$ cat src/rtl/delta_decoder_pkg.sv
// Shared definitions for the delta decoder: default geometry, the
// state encoding and a small counter helper.
package delta_decoder_pkg;

    localparam int unsigned WIDTH_DEF     = 16;
    localparam int unsigned FRAME_LEN_DEF = 16;

    // Frame state encoding, kept as plain constants for legacy compatibility.
    localparam logic [0:0] ST_IDLE = 1'b0;
    localparam logic [0:0] ST_RUN  = 1'b1;

    // Sample counter increment, widened so a count of 65535 cannot wrap
    // before it is compared against the frame length.
    function automatic logic [16:0] cnt_inc(input logic [15:0] c);
        return {1'b0, c} + 17'd1;
    endfunction

endpackage

$ cat src/rtl/delta_decoder_if.sv
// Stream interface of the delta decoder: delta input side, reconstructed
// sample output side and the protocol error pulse.
interface delta_decoder_if
    import delta_decoder_pkg::*;
#(
    parameter int unsigned WIDTH = WIDTH_DEF
);

    logic             in_valid;
    logic             in_ready;
    logic             in_first;
    logic [WIDTH-1:0] in_data;
    logic             out_valid;
    logic             out_ready;
    logic [WIDTH-1:0] out_data;
    logic             out_last;
    logic             frame_err;

    // Decoder side.
    modport slave (
        input  in_valid, in_first, in_data, out_ready,
        output in_ready, out_valid, out_data, out_last, frame_err
    );

    // Producer/consumer side.
    modport master (
        output in_valid, in_first, in_data, out_ready,
        input  in_ready, out_valid, out_data, out_last, frame_err
    );

endinterface

$ cat src/rtl/delta_decoder.sv
// Delta decoder: reconstructs absolute samples from a seed word followed
// by two's-complement deltas, framed into FRAME_LEN-sample frames, with a
// single registered output stage.
module delta_decoder
    import delta_decoder_pkg::*;
#(
    parameter int unsigned WIDTH     = WIDTH_DEF,
    parameter int unsigned FRAME_LEN = FRAME_LEN_DEF
) (
    input  logic           clk,
    input  logic           rst,
    delta_decoder_if.slave bus
);

    logic [0:0]       state;
    logic [WIDTH-1:0] acc;
    logic [15:0]      cnt;

    logic             out_valid_q;
    logic [WIDTH-1:0] out_data_q;
    logic             out_last_q;
    logic             frame_err_q;

    logic             in_ready;
    logic             accept;
    logic [WIDTH-1:0] sum;
    logic [16:0]      cnt_nxt;
    logic             last_nxt;

    // The output register can take a new sample when empty or draining.
    assign in_ready = !out_valid_q || bus.out_ready;

    assign bus.in_ready  = in_ready;
    assign bus.out_valid = out_valid_q;
    assign bus.out_data  = out_data_q;
    assign bus.out_last  = out_last_q;
    assign bus.frame_err = frame_err_q;

    // Accept qualification, running sum (carry dropped) and end-of-frame detect.
    always_comb begin
        accept   = bus.in_valid && in_ready;
        sum      = acc + bus.in_data;
        cnt_nxt  = cnt_inc(cnt);
        last_nxt = (cnt_nxt == 17'(FRAME_LEN));
    end

    // Frame state, accumulator and output stage update.
    always_ff @(posedge clk or posedge rst) begin
        if (rst) begin
            state       <= ST_IDLE;
            acc         <= '0;
            cnt         <= '0;
            out_valid_q <= 1'b0;
            out_data_q  <= '0;
            out_last_q  <= 1'b0;
            frame_err_q <= 1'b0;
        end else begin
            frame_err_q <= 1'b0;

            // Drain first; a same-cycle accept below overrides this, so a
            // transfer plus accept reloads without a bubble.
            if (out_valid_q && bus.out_ready) begin
                out_valid_q <= 1'b0;
                out_last_q  <= 1'b0;
            end

            if (accept) begin
                if (bus.in_first) begin
                    // A seed while a frame is still open truncates that frame.
                    if (state == ST_RUN) begin
                        frame_err_q <= 1'b1;
                    end
                    acc         <= bus.in_data;
                    out_data_q  <= bus.in_data;
                    out_valid_q <= 1'b1;
                    out_last_q  <= 1'b0;
                    cnt         <= 16'd1;
                    state       <= ST_RUN;
                end else if (state == ST_RUN) begin
                    acc         <= sum;
                    out_data_q  <= sum;
                    out_valid_q <= 1'b1;
                    out_last_q  <= last_nxt;
                    cnt         <= cnt_nxt[15:0];
                    if (last_nxt) begin
                        state <= ST_IDLE;
                    end
                end else begin
                    // Delta with no open frame: consumed and flagged only.
                    frame_err_q <= 1'b1;
                end
            end
        end
    end

endmodule

$ cat src/flat_wrapper.sv
// flat-port wrapper written by rule: the top's interface ports become plain ports
module delta_decoder_flat import delta_decoder_pkg::*;
#(
    parameter int unsigned WIDTH     = WIDTH_DEF,
    parameter int unsigned FRAME_LEN = FRAME_LEN_DEF
)
  (clk, rst, bus_in_valid, bus_in_first, bus_in_data, bus_out_ready, bus_in_ready, bus_out_valid, bus_out_data, bus_out_last, bus_frame_err);
  delta_decoder_if #(.WIDTH(WIDTH)) bus_i ();
  input  logic clk;
  input  logic rst;
  input wire logic [$bits(bus_i.in_valid)-1:0] bus_in_valid;
  input wire logic [$bits(bus_i.in_first)-1:0] bus_in_first;
  input wire logic [$bits(bus_i.in_data)-1:0] bus_in_data;
  input wire logic [$bits(bus_i.out_ready)-1:0] bus_out_ready;
  output wire logic [$bits(bus_i.in_ready)-1:0] bus_in_ready;
  output wire logic [$bits(bus_i.out_valid)-1:0] bus_out_valid;
  output wire logic [$bits(bus_i.out_data)-1:0] bus_out_data;
  output wire logic [$bits(bus_i.out_last)-1:0] bus_out_last;
  output wire logic [$bits(bus_i.frame_err)-1:0] bus_frame_err;
  assign bus_i.in_valid = bus_in_valid;
  assign bus_i.in_first = bus_in_first;
  assign bus_i.in_data = bus_in_data;
  assign bus_i.out_ready = bus_out_ready;
  assign bus_in_ready = bus_i.in_ready;
  assign bus_out_valid = bus_i.out_valid;
  assign bus_out_data = bus_i.out_data;
  assign bus_out_last = bus_i.out_last;
  assign bus_frame_err = bus_i.frame_err;
  delta_decoder #(.WIDTH(WIDTH), .FRAME_LEN(FRAME_LEN)) u_core (.clk(clk), .rst(rst), .bus(bus_i));
endmodule
$ cat config.mk
export PLATFORM = sky130hd
export DESIGN_NAME = delta_decoder_flat
export DESIGN_NICKNAME = d
export VERILOG_FILES = /design/src/rtl/delta_decoder_pkg.sv /design/src/rtl/delta_decoder_if.sv /design/src/rtl/delta_decoder.sv /design/src/flat_wrapper.sv
export SDC_FILE = /design/constraint.sdc
export NUM_CORES = 1
export LEC_CHECK = 0
export CELL_PAD_IN_SITES_DETAIL_PLACEMENT = 1
export CELL_PAD_IN_SITES_GLOBAL_PLACEMENT = 2
export CORE_UTILIZATION = 27
export DETAILED_ROUTE_END_ITERATION = 8
export PLACE_DENSITY_LB_ADDON = 0.2
export SETUP_SLACK_MARGIN = 0.05
export SLEW_MARGIN = 25
export SYNTH_ARGS = -nofsm -noshare
export SYNTH_HDL_FRONTEND = slang
export SYNTH_SLANG_ARGS = --single-unit
$ cat constraint.sdc
create_clock -name clk -period 3.7 [get_ports clk]
set_input_delay 0.555 -clock clk [delete_from_list [all_inputs] [get_ports clk]]
set_output_delay 0.555 -clock clk [all_outputs]
set_load 0.02 [all_outputs]
==> impl_metrics.env, run 1 <==
export IMPL_outcome="complete, no violations"
export IMPL_worst_slack_ns=0.711
export IMPL_dp_slack_ns=0.365
export IMPL_cp_end_kind="register"
export IMPL_setup_violations=0
export IMPL_drc=0
export IMPL_cap_violations=0
export IMPL_yosysSeqAreaShare_pct=32.3
export IMPL_max_slew_margin_pct=64.1
export IMPL_start_util_pct=28.2
export IMPL_drive_above_1_share_pct=6.08
export IMPL_min_path_type="reg2reg"
export IMPL_stdcell_count=511
export IMPL_cts_tree="built"
export IMPL_wl_per_cell_um=15.6
export IMPL_ir_drop_mv=0.213
export IMPL_core_rowCount=36
export IMPL_dp_hpwl_um=5710
export IMPL_yosys_area_share_adder_pct=8.79
export IMPL_yosysWarnings=0
export IMPL_globalplace_congestion=0.806
export IMPL_grt_overflow_total=0
export IMPL_diodes=0
export IMPL_cp_start_kind="input pin"
export IMPL_core_area_um2=9910
export IMPL_total_power_mw=1.88
export IMPL_synth_compound_area_share_pct=20.6
export IMPL_grt_max_degree=46
export IMPL_wl_met2_um=3840
export IMPL_arrival_ns=3.18
export IMPL_yosys_area_share_xor_xnor_pct=3.45
export IMPL_top_layer="met4"
export IMPL_post_route_period_util_pct=80.8
export IMPL_fmax_mhz=335
export IMPL_crit_type="in2reg"
export IMPL_vias=2649
export IMPL_synth_edf_count=0
export IMPL_clk_pin_slew_ns=0.08
export IMPL_htree_levels=2
export IMPL_clk_path_buf_depth=2
export IMPL_yosys_area_share_simple_pct=25.6
export IMPL_postCtsSetupRepairBufs=0
export IMPL_synthArstFlopShare_pct=100
export IMPL_cts_made_buffers=5
export IMPL_synth_seq_cells=36
export IMPL_ctsResizeCount=0
export IMPL_layout_min_cycle_time_ns=2.99
export IMPL_clock_sinks=36
export IMPL_grtUsageTotal_pct=15.9
export IMPL_total_leakage_power_nw=1.46
export IMPL_rsz0062_at_grt="false"
export IMPL_die_width_um=104
export IMPL_fin_tns_setup_ns=0
export IMPL_antenna_found_initial=0
export IMPL_die_h_um=104
export IMPL_worstPathMaxFanout=3
export IMPL_synth_main_ff_cell="dfrtp_1"
export IMPL_ant_nets=0
export IMPL_vias_per_cell=5.18
export IMPL_syn_to_final_growth_pct=22.3
export IMPL_fin_worst_skew_ns=0.00549
export IMPL_p_per_area_nw_per_um2=551
export IMPL_synth_mux_area_share_pct=4.30
export IMPL_drt_iter0_drc=44
export IMPL_cp_required_ns=3.89
export IMPL_clockRootBuffer="clkbuf_8"
export IMPL_hold_viol=0
export IMPL_worstSkewPairLatency_ns=0.30
export IMPL_syn_area_um2=2790
export IMPL_totalWireLength_um=7990
export IMPL_syn_nets=383
export IMPL_grt_pass1_wl_um=14000
export IMPL_avgSynthCellArea_um2=8.14
export IMPL_nNetsFinal=417
export IMPL_wl_met3_um=140
export IMPL_n_fill_cell=1183
export IMPL_tightest_slew_ns=0.535
export IMPL_synth_top_family_by_area="simple AND/OR/NAND/NOR gates"
export IMPL_hold_buffers=0
export IMPL_synth_cells=343
export IMPL_drv_slew=0
export IMPL_wl_met1_um=3920
export IMPL_synth_distinct_cells=57
export IMPL_die_area_um2=10700
export IMPL_io_buffers=40
export IMPL_grt_pass1_vias=2795
export IMPL_place_inst=503
export IMPL_drtPass1Iterations=4
export IMPL_ios=41
[cell type report]
cell class	instances	area [um2]	area share, %
Clock inverter	2	35.0	1.03
Clock buffer	6	72.6	2.13
Timing Repair Buffer	47	453	13.3
Inverter	9	33.8	0.990
Tap cell	133	166	4.88
Sequential cell	36	901	26.4
Multi-Input combinational cell	278	1750	51.3
[placed cells by master (no fill, tap or decap), types with 9 or more instances in the layout]
cell type	instances
mux2i_1	12
and3_1	9
o21ai_0	33
ha_1	18
nor2_1	27
inv_1	9
nand2_1	40
a21oi_1	28
clkdlybuf4s50_1	40
dfrtp_1	36
nor3_1	15
nand3_1	16
[kinds of logic after synthesis]
logic type,Yosys count
compound gates,96
xor+xnor,11
fa+ha+maj,19
buf+inv,29
flops,36
mux,12
simple gates,140
[Yosys cell counts, types with 2 or more instances]
| library cell | count | area share [%] |
|---|---|---|
| nor2b_1 | 2 | 0.45 |
| dfrtp_1 | 36 | 32 |
| nor2_1 | 27 | 3.6 |
| xnor2_1 | 7 | 2.2 |
| nand4_1 | 4 | 0.90 |
| nor4_1 | 2 | 0.45 |
| a21o_1 | 6 | 1.6 |
| a31oi_1 | 6 | 1.3 |
| o21bai_1 | 3 | 0.81 |
| nor4b_1 | 2 | 0.63 |
| xor2_1 | 4 | 1.3 |
| inv_1 | 9 | 1.2 |
| and3_1 | 9 | 2.0 |
| clkbuf_1 | 11 | 1.5 |
| nand3_1 | 16 | 2.9 |
| buf_4 | 2 | 0.54 |
| ha_1 | 18 | 8.1 |
| buf_2 | 3 | 0.54 |
| and2_1 | 5 | 1.1 |
| o22ai_1 | 2 | 0.45 |
| nand2b_1 | 5 | 1.1 |
| nor3b_1 | 2 | 0.54 |
| mux2i_1 | 12 | 4.3 |
| nor3_1 | 15 | 2.7 |
| a21oi_1 | 28 | 5.0 |
| buf_1 | 2 | 0.27 |
| nand3b_1 | 2 | 0.54 |
| o21ai_0 | 33 | 5.9 |
| a211oi_1 | 3 | 0.81 |
| nand2_1 | 40 | 5.4 |
[through the flow]
stage / utilization, % / cell area (um2) / hold slack [ns]
finish: 34.4 / 3410 / 0.516
global route: 34.4 / 3410 / 0.572
CTS: 34.4 / 3410 / 0.525
detailed placement: 33.4 / 3310 / 0.507
global placement: 33.4 / 3310 / 0.502
floorplan: - / 2790 / 0.479
[worst max-delay path: stages]
cell	delay, ns
clkdlybuf4s50_1	0.48
ha_1	0.22
inv_1	0.08
fa_1	0.38
nor2b_1	0.16
o21a_1	0.14
o21ai_0	0.14
a211oi_1	0.50
o221ai_1	0.24
mux2i_1	0.20
nand3_1	0.09
[power breakdown]
part | total (mW) | switching, mW | internal [mW]
Sequential | 0.575 | 0.0960 | 0.479
Clock | 0.369 | 0.168 | 0.201
Combinational | 0.937 | 0.510 | 0.426
Total | 1.88 | 0.774 | 1.11
[registers in the layout, indices dropped and copies added (netlist names)]
name	flops
u_core.bus.out_last	1
u_core.acc	16
u_core.bus.frame_err	1
u_core.bus.out_valid	1
u_core.cnt	16
u_core.state	1
[layer usage]
metal	global-route usage (%)	vias up
met2	27.1	22
met4	5.00	0
met5	0	-
li1	-	1305
met3	2.45	6
met1	20.7	1316
[path summary, 6_finish.rpt]
path / start / cells past startpoint / slack (ns) / to
worst max-delay path: bus_in_data[0] / 11 / 0.71 / u_core.acc[12]
worst min-delay path: u_core.acc[12] / 2 / 0.52 / u_core.acc[12]
worst max register to register: u_core.acc[1] / 8 / 1.03 / u_core.acc[15]
worst min register to register: u_core.acc[12] / 2 / 0.52 / u_core.acc[12]
max in group asynchronous: rst / 3 / 2.65 / u_core.cnt[14]
min in group asynchronous: rst / 3 / 0.68 / u_core.cnt[11]
Power figures use the tool's default switching activity.
==> run 2: changes to the inputs <==
==> constraint.sdc (replaced) <==
create_clock -name clk -period 2.9 [get_ports clk]
set_input_delay 0.435 -clock clk [delete_from_list [all_inputs] [get_ports clk]]
set_output_delay 0.435 -clock clk [all_outputs]
set_load 0.02 [all_outputs]
==> run 2 against run 1 <==
- first-iteration DRC count rose by 20%
- total power is 33% higher
- sequential share of layout area is 0.72 points lower
- sequential power up 28%
- highest routed layer unchanged
- utilization grew 0.97 points
- combinational power up 32%
- clock-buffer cell count increased by 1
- die area is the same
==> impl_metrics.env, run 2 (synthesis results as in run 1) <==
export IMPL_ff2ff_setup_slack_ns=0.46
export IMPL_timing_rr_start="u_core.acc[1]"
export IMPL_worstPathMaxFanout=3
export IMPL_drtPass1Iterations=4
export IMPL_worst_slack_ns=0.274
export IMPL_layout_min_cycle_time_ns=2.63
export IMPL_post_route_period_util_pct=90.5
export IMPL_cp_required_ns=3.08
export IMPL_tightest_slew_ns=0.631
export IMPL_cp_start_kind="input pin"
export IMPL_drv_slew=0
export IMPL_vias=2651
export IMPL_ctsResizeCount=0
export IMPL_arrival_ns=2.81
export IMPL_die_area_um2=10700
export IMPL_cap_violations=0
export IMPL_startpoint="bus_in_data[0]"
export IMPL_hold_viol=0
export IMPL_start_util_pct=28.2
export IMPL_p_per_area_nw_per_um2=711
export IMPL_htree_levels=2
export IMPL_rr_worst_depth=9
export IMPL_setup_violations=0
export IMPL_slowest_delay_ns=0.48
export IMPL_drt_iter0_drc=53
export IMPL_place_inst=513
export IMPL_grt_max_degree=37
export IMPL_endpoint="u_core.acc[12]"
export IMPL_nNetsFinal=427
export IMPL_syn_to_final_growth_pct=25.7
export IMPL_totalWireLength_um=8030
export IMPL_reg2reg_to="u_core.acc[15]"
export IMPL_drive_above_1_share_pct=8.76
export IMPL_hold_buffers=0
export IMPL_wl_per_cell_um=15.4
export IMPL_path_cells="clkdlybuf4s50_1, ha_1, inv_1, fa_1, nor2b_1, o21a_1, o21ai_0, a211oi_1, buf_4, o221ai_1, mux2i_1, nand3_1"
export IMPL_stdcell_count=522
export IMPL_core_area_um2=9910
export IMPL_io_buffers=40
export IMPL_crit_buf_inv=3
export IMPL_clockRootBuffer="clkbuf_8"
export IMPL_antenna_found_initial=0
export IMPL_vias_per_cell=5.08
export IMPL_clk_pin_slew_ns=0.08
export IMPL_ant_nets=0
export IMPL_top_regs="u_core.acc (16), u_core.cnt (16)"
export IMPL_worstSkewPairLatency_ns=0.29
export IMPL_ir_drop_mv=0.287
export IMPL_clk_path_buf_depth=2
export IMPL_min_from="u_core.acc[0]"
export IMPL_max_slew_margin_pct=57.9
export IMPL_timing_critical_path_max_delay_family="buffers and inverters"
export IMPL_ios=41
export IMPL_outcome="complete, no violations"
export IMPL_dp_hpwl_um=5830
export IMPL_layout_common_cells="nand2_1 (40), clkdlybuf4s50_1 (40), dfrtp_1 (36)"
export IMPL_crit_cells=12
export IMPL_cts_tree="built"
export IMPL_drc=0
export IMPL_cp_end_kind="register"
export IMPL_grtUsageTotal_pct=15.9
export IMPL_min_path_type="reg2reg"
export IMPL_globalplace_congestion=0.882
export IMPL_fin_worst_skew_ns=0.00319
export IMPL_crit_type="in2reg"
export IMPL_n_fill_cell=1210
export IMPL_dp_slack_ns=-0.0323
export IMPL_grt_pass1_wl_um=13800
export IMPL_grt_pass1_vias=2726
export IMPL_core_rowCount=36
export IMPL_clock_sinks=36
export IMPL_die_h_um=104
export IMPL_fmax_mhz=381
export IMPL_rsz0062_at_grt="false"
export IMPL_total_leakage_power_nw=1.52
export IMPL_postCtsSetupRepairBufs=0
export IMPL_crit_slowest_cell="clkdlybuf4s50_1"
export IMPL_grt_overflow_total=0
export IMPL_die_width_um=104
export IMPL_cts_made_buffers=5
## run 2: worst min-delay path, cell delays in order, from the launching register on
cell and delay [ns]:
dfrtp_1 0.37, nand2_1 0.05, o21ai_0 0.06
## run 2: worst min-delay path by stage
stage	endpoint	depth (start not counted)
2_1_floorplan	u_core.cnt[2]	1
3_3_place_gp	u_core.acc[0]	2
3_5_place_dp	u_core.acc[0]	2
4_1_cts	u_core.acc[0]	2
5_1_grt	u_core.acc[11]	2
6_report	u_core.acc[0]	2
## run 2: metrics by stage
stage,total power [mW],hold slack (ns),area [um2],utilization (%),setup TNS [ns]
floorplan,1.53,0.479,2790,-,0
global placement,1.99,0.499,3380,34.1,0
detailed placement,2.00,0.504,3380,34.1,-0.0578
CTS,2.53,0.524,3510,35.4,0
global route,2.69,0.551,3510,35.4,0
finish,2.49,0.516,3510,35.4,0
## run 2: cell type report
type	count	area, um2	share of cell area (%)
antenna	1	2.50	0.0713
sequential	36	901	25.7
inverter	9	33.8	0.963
clock inverter	1	30.0	0.856
multi-input combinational	278	1750	49.9
clock buffer	7	96.3	2.75
tap	133	166	4.74
timing repair buffer	57	528	15.0
## run 2: report_power, final
part | total [mW] | internal [mW] | switching [mW]
sequential | 0.737 | 0.611 | 0.125
combinational | 1.24 | 0.585 | 0.659
clock | 0.513 | 0.304 | 0.209
total | 2.49 | 1.50 | 0.993
## run 2: metal layers
layer	track usage (%)	part of all wire, %	vias to the layer above
met1	20.9	48	1297
met5	0	0	-
met4	3.98	0.83	0
met2	27.3	49	25
li1	-	-	1324
met3	2.20	2.2	5
